File: config.mk
export PLATFORM = sky130hd
export DESIGN_NAME = sample_strobe_gen_flat
export DESIGN_NICKNAME = d
export VERILOG_FILES = /design/src/rtl/sample_strobe_gen_if.sv /design/src/rtl/sample_strobe_gen.sv /design/src/flat_wrapper.sv
export SDC_FILE = /design/constraint.sdc
export NUM_CORES = 1
export LEC_CHECK = 0
export BUFFER_PORTS_ARGS = -buffer_cell sky130_fd_sc_hd__buf_2
export CAP_MARGIN = 5
export CORE_MARGIN = 2
export CORE_UTILIZATION = 58
export DETAILED_ROUTE_END_ITERATION = 10
export PLACE_DENSITY_LB_ADDON = 0.15
export REMOVE_ABC_BUFFERS = 1
export SYNTH_ARGS = -nofsm -noshare
export SYNTH_HDL_FRONTEND = slang
export SYNTH_SLANG_ARGS = --single-unit
File: constraint.sdc
create_clock -name clk -period 3.5 [get_ports clk]
set_clock_uncertainty 0.2 [all_clocks]
set_input_delay 0.875 -clock clk [delete_from_list [all_inputs] [get_ports clk]]
set_output_delay 0.875 -clock clk [all_outputs]
set_load 0.05 [all_outputs]
File: src/rtl/sample_strobe_gen_if.sv
// Control/status bundle for sample_strobe_gen.
// The master side drives the controls and observes the strobe and status outputs.
interface sample_strobe_gen_if #(
  parameter int CNT_W  = 4,
  parameter int SCNT_W = 16
);
  logic              enable;
  logic              mode;
  logic              period_load;
  logic [CNT_W-1:0]  period_in;
  logic              strobe_ack;
  logic              clr_ovr;
  logic              strobe;
  logic              pending;
  logic              overrun;
  logic              busy;
  logic [CNT_W-1:0]  count;
  logic [SCNT_W-1:0] strobe_cnt;

  modport master (
    output enable, mode, period_load, period_in, strobe_ack, clr_ovr,
    input  strobe, pending, overrun, busy, count, strobe_cnt
  );

  modport slave (
    input  enable, mode, period_load, period_in, strobe_ack, clr_ovr,
    output strobe, pending, overrun, busy, count, strobe_cnt
  );
endinterface

File: src/rtl/sample_strobe_gen.sv
// Programmable sample strobe generator: periodic or one-shot strobe every P+1 cycles,
// with acknowledge/pending handshake, sticky overrun flag and saturating strobe tally.
module sample_strobe_gen #(
  parameter int CNT_W  = 4,
  parameter int SCNT_W = 16
) (
  input logic               clk,
  input logic               reset,
  sample_strobe_gen_if.slave bus
);

  typedef enum logic [1:0] {IDLE, RUN, DONE} state_t;

  state_t             state, state_next;
  logic [CNT_W-1:0]   period_r;
  logic [CNT_W-1:0]   count_r, count_next;
  logic               mode_r, mode_next;
  logic               strobe_r, strobe_next;
  logic               start;
  logic               pending_r;
  logic               overrun_r;
  logic [SCNT_W-1:0]  strobe_cnt_r;

  // NOTE: every signal written here gets a default first so no path leaves it unassigned (no latches).
  always_comb begin
    state_next  = state;
    count_next  = count_r;
    mode_next   = mode_r;
    strobe_next = 1'b0;
    start       = 1'b0;
    unique case (state)
      IDLE: begin
        count_next = '0;
        if (bus.enable) begin
          state_next = RUN;
          mode_next  = bus.mode;
          start      = 1'b1;
        end
      end
      RUN: begin
        // Disable wins over a coincident terminal count; >= avoids a full wrap
        // when period_r is lowered below the running count.
        if (!bus.enable) begin
          state_next = IDLE;
          count_next = '0;
        end else if (count_r >= period_r) begin
          count_next  = '0;
          strobe_next = 1'b1;
          if (mode_r) state_next = DONE;
        end else begin
          count_next = count_r + CNT_W'(1);
        end
      end
      DONE: begin
        count_next = '0;
        if (!bus.enable) state_next = IDLE;
      end
      default: state_next = IDLE;
    endcase
  end

  // NOTE: sequential state uses non-blocking assignments so every register samples pre-edge values.
  always_ff @(posedge clk or posedge reset) begin
    if (reset) begin
      state    <= IDLE;
      count_r  <= '0;
      mode_r   <= 1'b0;
      strobe_r <= 1'b0;
    end else begin
      state    <= state_next;
      count_r  <= count_next;
      mode_r   <= mode_next;
      strobe_r <= strobe_next;
    end
  end

  always_ff @(posedge clk or posedge reset) begin
    if (reset) begin
      period_r <= '1;
    end else if (bus.period_load) begin
      period_r <= bus.period_in;
    end
  end

  // A new strobe keeps pending set even when acknowledged on the same edge.
  always_ff @(posedge clk or posedge reset) begin
    if (reset) begin
      pending_r <= 1'b0;
      overrun_r <= 1'b0;
    end else begin
      if (strobe_next)         pending_r <= 1'b1;
      else if (bus.strobe_ack) pending_r <= 1'b0;

      if (strobe_next && pending_r && !bus.strobe_ack) overrun_r <= 1'b1;
      else if (bus.clr_ovr)                            overrun_r <= 1'b0;
    end
  end

  always_ff @(posedge clk or posedge reset) begin
    if (reset) begin
      strobe_cnt_r <= '0;
    end else if (start) begin
      strobe_cnt_r <= '0;
    end else if (strobe_next && (strobe_cnt_r != '1)) begin
      strobe_cnt_r <= strobe_cnt_r + SCNT_W'(1);
    end
  end

  assign bus.strobe     = strobe_r;
  assign bus.pending    = pending_r;
  assign bus.overrun    = overrun_r;
  assign bus.busy       = (state == RUN);
  assign bus.count      = count_r;
  assign bus.strobe_cnt = strobe_cnt_r;

endmodule

File: src/flat_wrapper.sv
// flat-port wrapper written by rule: the top's interface ports become plain ports
module sample_strobe_gen_flat 
#(
  parameter int CNT_W  = 4,
  parameter int SCNT_W = 16
)
  (clk, reset, bus_enable, bus_mode, bus_period_load, bus_period_in, bus_strobe_ack, bus_clr_ovr, bus_strobe, bus_pending, bus_overrun, bus_busy, bus_count, bus_strobe_cnt);
  sample_strobe_gen_if #(.CNT_W(CNT_W), .SCNT_W(SCNT_W)) bus_i ();
  input logic clk;
  input logic reset;
  input wire logic [$bits(bus_i.enable)-1:0] bus_enable;
  input wire logic [$bits(bus_i.mode)-1:0] bus_mode;
  input wire logic [$bits(bus_i.period_load)-1:0] bus_period_load;
  input wire logic [$bits(bus_i.period_in)-1:0] bus_period_in;
  input wire logic [$bits(bus_i.strobe_ack)-1:0] bus_strobe_ack;
  input wire logic [$bits(bus_i.clr_ovr)-1:0] bus_clr_ovr;
  output wire logic [$bits(bus_i.strobe)-1:0] bus_strobe;
  output wire logic [$bits(bus_i.pending)-1:0] bus_pending;
  output wire logic [$bits(bus_i.overrun)-1:0] bus_overrun;
  output wire logic [$bits(bus_i.busy)-1:0] bus_busy;
  output wire logic [$bits(bus_i.count)-1:0] bus_count;
  output wire logic [$bits(bus_i.strobe_cnt)-1:0] bus_strobe_cnt;
  assign bus_i.enable = bus_enable;
  assign bus_i.mode = bus_mode;
  assign bus_i.period_load = bus_period_load;
  assign bus_i.period_in = bus_period_in;
  assign bus_i.strobe_ack = bus_strobe_ack;
  assign bus_i.clr_ovr = bus_clr_ovr;
  assign bus_strobe = bus_i.strobe;
  assign bus_pending = bus_i.pending;
  assign bus_overrun = bus_i.overrun;
  assign bus_busy = bus_i.busy;
  assign bus_count = bus_i.count;
  assign bus_strobe_cnt = bus_i.strobe_cnt;
  sample_strobe_gen #(.CNT_W(CNT_W), .SCNT_W(SCNT_W)) u_core (.clk(clk), .reset(reset), .bus(bus_i));
endmodule
**Yosys cells after proc, flatten, opt, wreduce, memory -nomap -nowiden**

Cells that the tools add are included.

- Add/sub/neg operators: 2
- Order comparisons: 1
- Equal/unequal tests: 7
- Multiplexer cells: 20
- Reduce and logical (&&, ||, !) cells: 12

Operators with widths:

| kind | count |
|---|---|
| $mux W16 | 2 |
| $add A16 B1 Y16 const B | 1 |
| $ne A16 B16 Y1 const B | 1 |
| $mux W2 | 5 |
| $mux W1 | 9 |
| $mux W4 | 2 |
| $pmux W4 S2 | 1 |
| $reduce_bool A2 Y1 | 4 |
| $ne A3 B2 Y1 const B | 2 |
| $pmux W2 S3 | 1 |
| $add A4 B1 Y4 const B | 1 |
| $ge A4 B4 Y1 | 1 |
| $ne A2 B2 Y1 const B | 2 |
| $reduce_and A4 Y1 | 1 |
| $logic_and A1 B1 Y1 | 3 |
| $eq A2 B1 Y1 const B | 1 |
| $eq A2 B2 Y1 const B | 1 |
| $logic_not A2 Y1 | 1 |
| $reduce_and A2 Y1 | 1 |
| $reduce_or A2 Y1 | 1 |
| $logic_not A1 Y1 | 1 |

- Bits in registers: 30
- Input bits: 11
- Output and inout port bits: 24
- Word-level logic and storage cells: 50

**Logic depth before layout (Yosys ltp)**

Gate-level depths: netlist of the first run.

- Word-level depth: 7
- Mapped depth: 9
- Gate-level depth less buffers: 8

**Worst setup path after synthesis of the first run**

No wires, ideal clock.

- Path kind: register to register
- Start point: register u_core.count_r[0], in the netlist u_core.bus.count[0]
- End point: register u_core.strobe_cnt_r[15], in the netlist u_core.bus.strobe_cnt[15]
- Setup time: 0.078 ns
- Arrival time: 2.114 ns
- Data required time: 3.222 ns
- Setup slack: 1.108 ns
- Cell stages (with the launch flop): 9
- Buffers on the path: 1
- Clock period less this slack: 2.392 ns
- Path through: dfrtp_1 inv_1 ha_1 nor2b_1 o21ai_4 nand4_2 buf_6 or4_1 a21oi_1

- Cells in the longest elaborated chain, start to end: 6

Ends and longest elaborated chain:

| what | RTL line | RTL |
|---|---|---|
| start, declared | sample_strobe_gen.sv:16 | `logic [CNT_W-1:0] count_r, count_next;` |
| start signal, assigned | sample_strobe_gen.sv:71 | `count_r <= count_next;` |
| $ge A4 B4 Y1 | sample_strobe_gen.sv:46 | `end else if (count_r >= period_r) begin` |
| $mux W1 | sample_strobe_gen.sv:46 |  |
| $mux W1 | sample_strobe_gen.sv:43 | `if (!bus.enable) begin` |
| $mux W1 | sample_strobe_gen.sv:31 | `unique case (state)` |
| $logic_and A1 B1 Y1 | sample_strobe_gen.sv:104 | `end else if (strobe_next && (strobe_cnt_r != '1)) begin` |
| $reduce_bool A2 Y1 (no source line) | -- |  |
| end signal, assigned | sample_strobe_gen.sv:105 | `strobe_cnt_r <= strobe_cnt_r + SCNT_W'(1);` |
| end, declared | sample_strobe_gen.sv:22 | `logic [SCNT_W-1:0] strobe_cnt_r;` |

No other way between the ends.
A chain may end at the register's enable or synchronous reset.

**Final worst setup path of the first run**

- Start point: register u_core.period_r[2]
- End point: register u_core.strobe_cnt_r[5], in the netlist u_core.bus.strobe_cnt[5]

- Cells in the longest elaborated chain, start to end: 6

Ends and longest elaborated chain:

| what | RTL line | RTL |
|---|---|---|
| start, declared | sample_strobe_gen.sv:15 | `logic [CNT_W-1:0] period_r;` |
| start signal, assigned | sample_strobe_gen.sv:81 | `period_r <= bus.period_in;` |
| $ge A4 B4 Y1 | sample_strobe_gen.sv:46 |  |
| $mux W1 | sample_strobe_gen.sv:46 |  |
| $mux W1 | sample_strobe_gen.sv:43 |  |
| $mux W1 | sample_strobe_gen.sv:31 |  |
| $logic_and A1 B1 Y1 | sample_strobe_gen.sv:104 |  |
| $reduce_bool A2 Y1 (no source line) | -- |  |

No other way between the ends.

==> impl_metrics.yaml, run 1 <==
status:
  status: "finished clean"
final_layout:
  syn2layout_area_growth_pct: 15.25
  n_fill_cell: 218
  finalNetCount: 222
  drive_gt1_frac: 0.2718
  insertedDiodeCount: 0
  stdcell_count: 237
synth:
  synthTopCellsByArea: "dfrtp_1 (39%), dfstp_2 (6.3%), o31ai_1 (5.0%)"
  synth_adder_area_share: 0.04528
  synth-seq-cells: 30
  synth_top_area_share: 0.3925
  yosysSeqAreaShare: 0.4558
  yosysUniqueCellTypes: 44
  syn-cell-area_um2: 1658
  synth-xor-area-share: 0.005283
  yosys_most_used_dff: "dfrtp_1"
  syn_area_per_cell_um2: 9.752
  synth_top_family_by_area: "simple AND/OR/NAND/NOR gates"
  synth_area_leader_cell: "dfrtp_1"
  yosysMostFrequentCell: "dfrtp_1"
  synthSimpleGateAreaFrac: 0.2242
  synth_compound_area_frac: 0.1774
  synthTopCellsByCount: "dfrtp_1 (26), nand2_1 (18), inv_1 (13), a21oi_1 (12), o31ai_1 (11)"
  synth_enable_flop_cells: 0
  async_reset_ff_frac: 1.000
  synth_warnings: 0
  synth_mux_area_frac: 0.02491
  synth_cells: 170
clock_network:
  cts.repair.resized: 0
  holdBufCountCts: 0
  clkLatencyLatePin_ns: 0.33
  cts.path.max_buffers: 2
  clk_pin_slew_ns: 0.10
  htreeDepth: 2
  post_cts_buffers: 0
  clockRootBuffer: "clkbuf_4"
  cts_tree: "done"
  cts_sinks: 30
  numCtsBuffers: 5
drt:
  vias: 1458
  drc: 0
  via_per_inst: 6.152
  drtIter0Drc: 80
  drt_wl_total_um: 3576
  wire_per_inst_um: 15.09
  ant_nets: 0
  drt-pass1-iter-count: 4
timing:
  drv_slew: 0
  hold_viol: 0
  fmax_mhz: 407.2
  whs_ns: 0.3082
  rsz0062_at_grt: "false"
  min_period_over_period: 0.7016
  worst_pin_slew_ns: 1.007
  setup_viol: 0
  max-slew-margin-rel: 0.3280
  fin_tns_setup_ns: 0
  finalCriticalPeriod_ns: 2.456
placement:
  dp_cells: 229
  routabilityCongestion: 0.8036
  io_buffers: 34
  hpwl_um: 2537
worst_setup_path:
  crit_fanout: 20
  cp-end-kind: "flip-flop"
  crit_type: "flip-flop to flip-flop"
  critPathArrivalTime_ns: 2.52
  worst-path-buf-inv: 1
  crit_path_max_incr_delay_ns: 0.61
  worstSetupStartpoint: "u_core.period_r[2]$_DFFE_PP1P_"
  crit_path_cell_trace: "inv_1, ha_1, o21ai_0, nand2b_1, nand3_2, or4b_1, a21oi_1"
  required_ns: 3.56
  critPathLaunchType: "flip-flop"
  cp_slowest_cell: "or4b_1"
  crit_family: "simple AND/OR/NAND/NOR gates"
  rr_startpoint: "u_core.period_r[2]$_DFFE_PP1P_"
grt:
  grtUsageTotal: 0.2439
  grt_pass1_vias: 1403
  grt_antenna_before_repair: 0
  gr-total-overflow: 0
  grt_max_degree: 28
  grt_first_pass_wirelength_um: 6141
min_path:
  hold_path.class: "flip-flop to flip-flop"
  min_from: "u_core.mode_r$_DFFE_PP0P_"
job:
  maxCapViolCount: 0
floorplan:
  coreArea_um2: 2734
  die_h_um: 57.47
  fp-row-count: 19
  fp.dieArea_um2: 3302
  pin_count: 35
  die_w_um: 57.47
  initial_utilization: 0.6064
pwr:
  vdd_drop_max_mv: 0.3823
  leakage_nw: 0.8974
  power_w: 0.0007524
  power.density_nw_per_um2: 393.8
==> layer usage <==
metal | vias to the layer above | wire length (um) | GRT usage
li1 | 701 | - | -
met1 | 714 | 1524 | 0.3038
met2 | 38 | 1848 | 0.3961
met3 | 5 | 144 | 0.06122
met4 | 0 | 58 | 0.1163
met5 | - | 0 | 0
==> registers in the layout (all words and copies together), names as in the netlist <==
register	flops
u_core.bus.strobe_cnt	16
u_core.bus.count	4
u_core.period_r	4
u_core.state	2
u_core.bus.overrun	1
u_core.bus.pending	1
u_core.bus.strobe	1
u_core.mode_r	1
==> worst paths after layout <==
path,end,slack [ns],cells after the start
min reg2reg,u_core.state[0]$_DFFE_PP0P_,0.31,1
min in group asynchronous,u_core.bus.strobe_cnt[5]$_DFFE_PP0P_,0.57,2
max reg2reg,u_core.bus.strobe_cnt[5]$_DFFE_PP0P_,1.04,7
max in group asynchronous,u_core.period_r[2]$_DFFE_PP1P_,1.80,3
min,u_core.state[0]$_DFFE_PP0P_,0.31,1
max,u_core.bus.strobe_cnt[5]$_DFFE_PP0P_,1.04,7
==> logic make-up (layout without fill, tap and decap cells) <==
group                    count (synthesis)  in the layout
AND/OR/NAND/NOR                         64             64
AO/OA/AOI/OAI                           43             43
flip-flops                              30             30
buffers and inverters                   22             58
adder cells (fa/ha/maj)                  6              6
multiplexers                             4              4
XOR/XNOR                                 1              1
==> power breakdown <==
group          total (W)  leakage [nW]  switching [W]  internal [W]
Combinational   0.000102         0.453      0.0000691     0.0000327
Clock           0.000275        0.0450       0.000128      0.000148
Sequential      0.000375         0.400      0.0000128      0.000362
Total           0.000752         0.897       0.000209      0.000543
==> stage by stage <==
step	worst slack [ns]	instance area [um2]	util
floorplan	0.2551	1595	-
finish	1.044	1911	0.6989
global route	0.8498	1911	0.6989
detailed placement	1.045	1833	0.6705
CTS	1.044	1911	0.6989
global placement	1.110	1833	0.6705
==> area by class of cell <==
class	instances	area (um2)	area share
clock inverter	3	40.04	0.02096
sequential	30	755.7	0.3955
clock buffer	5	37.54	0.01965
inverter	13	48.80	0.02554
tap	31	38.79	0.02030
multi-input combinational	118	797.0	0.4172
timing repair buffer	37	192.7	0.1009
==> placed cells by master (no fill, tap or decap), drive strengths merged <==
cell type  synthesis  layout
mux2i              3       3
a32o               2       2
a21oi             12      12
dfrtp             26      26
or4b               1       1
nand2             18      18
clkbuf             3       5
nand3b             1       1
and4               2       2
o31ai             11      11
a22oi              1       1
nor2b              3       3
bufinv             0       1
dfstp              4       4
o22ai              1       1
o311ai             1       1
a31oi              1       1
nand4              5       5
clkinv             0       2
xnor2              1       1
and2               2       2
o21ai              7       7
nor4               3       3
o31a               1       1
o41ai              1       1
or4                6       6
o211ai             2       2
nand2b             3       3
o21a               2       2
ha                 6       6
nor2               3       3
a311oi             1       1
mux2               1       1
nand3              9       9
nor3               3       3
or3                4       4
and3               1       1
inv               13      13
buf                6      37
Power figures use the tool's default switching activity.
==> run 2, diff against run 1 <==
--- a/config.mk
+++ b/config.mk
@@ -8,7 +8,7 @@
 export BUFFER_PORTS_ARGS = -buffer_cell sky130_fd_sc_hd__buf_2
 export CAP_MARGIN = 5
 export CORE_MARGIN = 2
-export CORE_UTILIZATION = 58
+export CORE_UTILIZATION = 54
 export DETAILED_ROUTE_END_ITERATION = 10
 export PLACE_DENSITY_LB_ADDON = 0.15
 export REMOVE_ABC_BUFFERS = 1
==> constraint.sdc (replaced) <==
create_clock -name clk -period 2.5 [get_ports clk]
set_clock_uncertainty 0.2 [all_clocks]
set_input_delay 0.625 -clock clk [delete_from_list [all_inputs] [get_ports clk]]
set_output_delay 0.625 -clock clk [all_outputs]
set_load 0.05 [all_outputs]
==> impl_metrics.yaml, run 2 (synthesis results as in run 1) <==
status:
  status: "finished clean"
worst_setup_path:
  r2r_cells: 7
  reg2reg_to: "u_core.bus.strobe_cnt[5]$_DFFE_PP0P_"
  worstSetupStartpoint: "u_core.period_r[3]$_DFFE_PP1P_"
  required_ns: 2.56
  cp-end-kind: "flip-flop"
  rr_startpoint: "u_core.period_r[3]$_DFFE_PP1P_"
  crit_fanout: 14
  critPathLaunchType: "flip-flop"
  critPathArrivalTime_ns: 2.37
  reg2reg_slack_ns: 0.19
  crit_type: "flip-flop to flip-flop"
  crit_end: "u_core.bus.strobe_cnt[5]$_DFFE_PP0P_"
floorplan:
  pin_count: 35
  fp.dieArea_um2: 3530
  die_h_um: 59.41
  fp-row-count: 20
  coreArea_um2: 2978
  die_w_um: 59.41
  initial_utilization: 0.5567
timing:
  rsz0062_at_grt: "false"
  worst_pin_slew_ns: 0.8173
  finalCriticalPeriod_ns: 2.311
  fmax_mhz: 432.7
  setup_viol: 0
  fin_tns_setup_ns: 0
  min_period_over_period: 0.9244
  max-slew-margin-rel: 0.4506
  hold_viol: 0
  drv_slew: 0
placement:
  hpwl_um: 2602
  routabilityCongestion: 0.8306
  post_dp_cell_area_um2: 1843
  io_buffers: 34
grt:
  grt_pass1_vias: 1310
  grt_antenna_before_repair: 0
  gr-total-overflow: 0
  grtUsageTotal: 0.2271
  grt_max_degree: 31
  grt_first_pass_wirelength_um: 5947
min_path:
  hold_path.class: "primary input to async pin"
drt:
  drt-pass1-iter-count: 4
  drtIter0Drc: 61
  wire_per_inst_um: 15.05
  vias: 1473
  drc: 0
  drt_wl_total_um: 3613
  via_per_inst: 6.138
  ant_nets: 0
final_layout:
  multi_input_area_um2: 813.3
  area.sequential_um2: 755.7
  design_area_um2: 1923
  insertedDiodeCount: 0
  utilization: 0.6458
  largest_register_ffs: 16
  finalNetCount: 223
  syn2layout_area_growth_pct: 16.00
  drive_gt1_frac: 0.2754
  final_common_cell: "buf_2"
  n_fill_cell: 263
  final_cell_mix: "buf_2 (34), dfrtp_1 (26), nand2_1 (18)"
pwr:
  vdd_drop_max_mv: 0.4102
  leakage_nw: 0.8868
  power.density_nw_per_um2: 512.3
clock_network:
  htreeDepth: 2
  cts_tree: "done"
  cts.path.max_buffers: 2
  clockRootBuffer: "clkbuf_4"
  clkLatencyLatePin_ns: 0.34
  holdBufCountCts: 0
  numCtsBuffers: 5
  clk_pin_slew_ns: 0.11
  cts_sinks: 30
job:
  maxCapViolCount: 0
## run 2: cell types whose count changed in the layout (fill, tap and decap cells not counted)
cell,delta
nand3_2,-1
nand4_2,-1
clkinv_2,-1
nand4_4,+1
buf_4,+1
nand3_4,+1
bufinv_16,-1
clkinvlp_4,+1
clkbuf_8,+1
## run 2: critical path, cell delays in order (launching register included)
cell	delay (ns)
dfstp_2	0.53
inv_1	0.05
ha_1	0.26
o21ai_0	0.09
nand2b_1	0.21
nand3_4	0.18
or4b_1	0.55
a21oi_1	0.17
## run 2: stage by stage
| stage | total power [W] | setup WS [ns] | std cells | hold slack, ns |
|---|---|---|---|---|
| after global placement | 0.0006719 | 0.2335 | 232 | 0.2762 |
| after floorplan | 0.0006347 | -0.7449 | 161 | 0.2633 |
| after CTS | 0.0009928 | 0.1087 | 240 | 0.1409 |
| after global routing | 0.001029 | 0.01355 | 240 | 0.1743 |
| final | 0.0009853 | 0.1890 | 240 | 0.1327 |
| after detailed placement | 0.0006792 | 0.1426 | 232 | 0.2893 |
## run 2: layout make-up
type | count | share of cell area
sequential | 30 | 0.3930
tap | 33 | 0.02147
multi-input combinational | 118 | 0.4229
clock buffer | 6 | 0.02668
clock inverter | 2 | 0.006506
timing repair buffer | 38 | 0.1041
inverter | 13 | 0.02537
## run 2: how the worst min path moves through the flow
stage	from	end	slack [ns]	cells past startpoint
floorplan	u_core.mode_r$_DFFE_PP0P_	u_core.state[0]$_DFFE_PP0P_	0.26	1
finish	reset	u_core.bus.count[3]$_DFFE_PP0P_	0.13	3
global route	reset	u_core.bus.count[3]$_DFFE_PP0P_	0.17	3
detailed placement	u_core.mode_r$_DFFE_PP0P_	u_core.state[0]$_DFFE_PP0P_	0.29	1
global placement	u_core.mode_r$_DFFE_PP0P_	u_core.state[0]$_DFFE_PP0P_	0.28	1
CTS	reset	u_core.bus.count[3]$_DFFE_PP0P_	0.14	3
## run 2: routing by layer
| metal | GRT usage | vias to the layer above | wire, um |
|---|---|---|---|
| met4 | 0.08442 | 0 | 51 |
| met2 | 0.3815 | 44 | 1868 |
| met1 | 0.2759 | 721 | 1528 |
| li1 | - | 702 | - |
| met5 | 0 | - | 0 |
| met3 | 0.06332 | 6 | 165 |
## run 2: power by group
group / internal (W) / switching [W] / total (W)
Sequential: 0.000507 / 0.0000184 / 0.000526
Clock: 0.000135 / 0.000177 / 0.000312
Combinational: 0.0000469 / 0.000101 / 0.000148
## run 2: repair_timing
action,CTS,global route
setup buffers,0,0
gates resized for setup,0,2
setup endpoints to repair,0,4
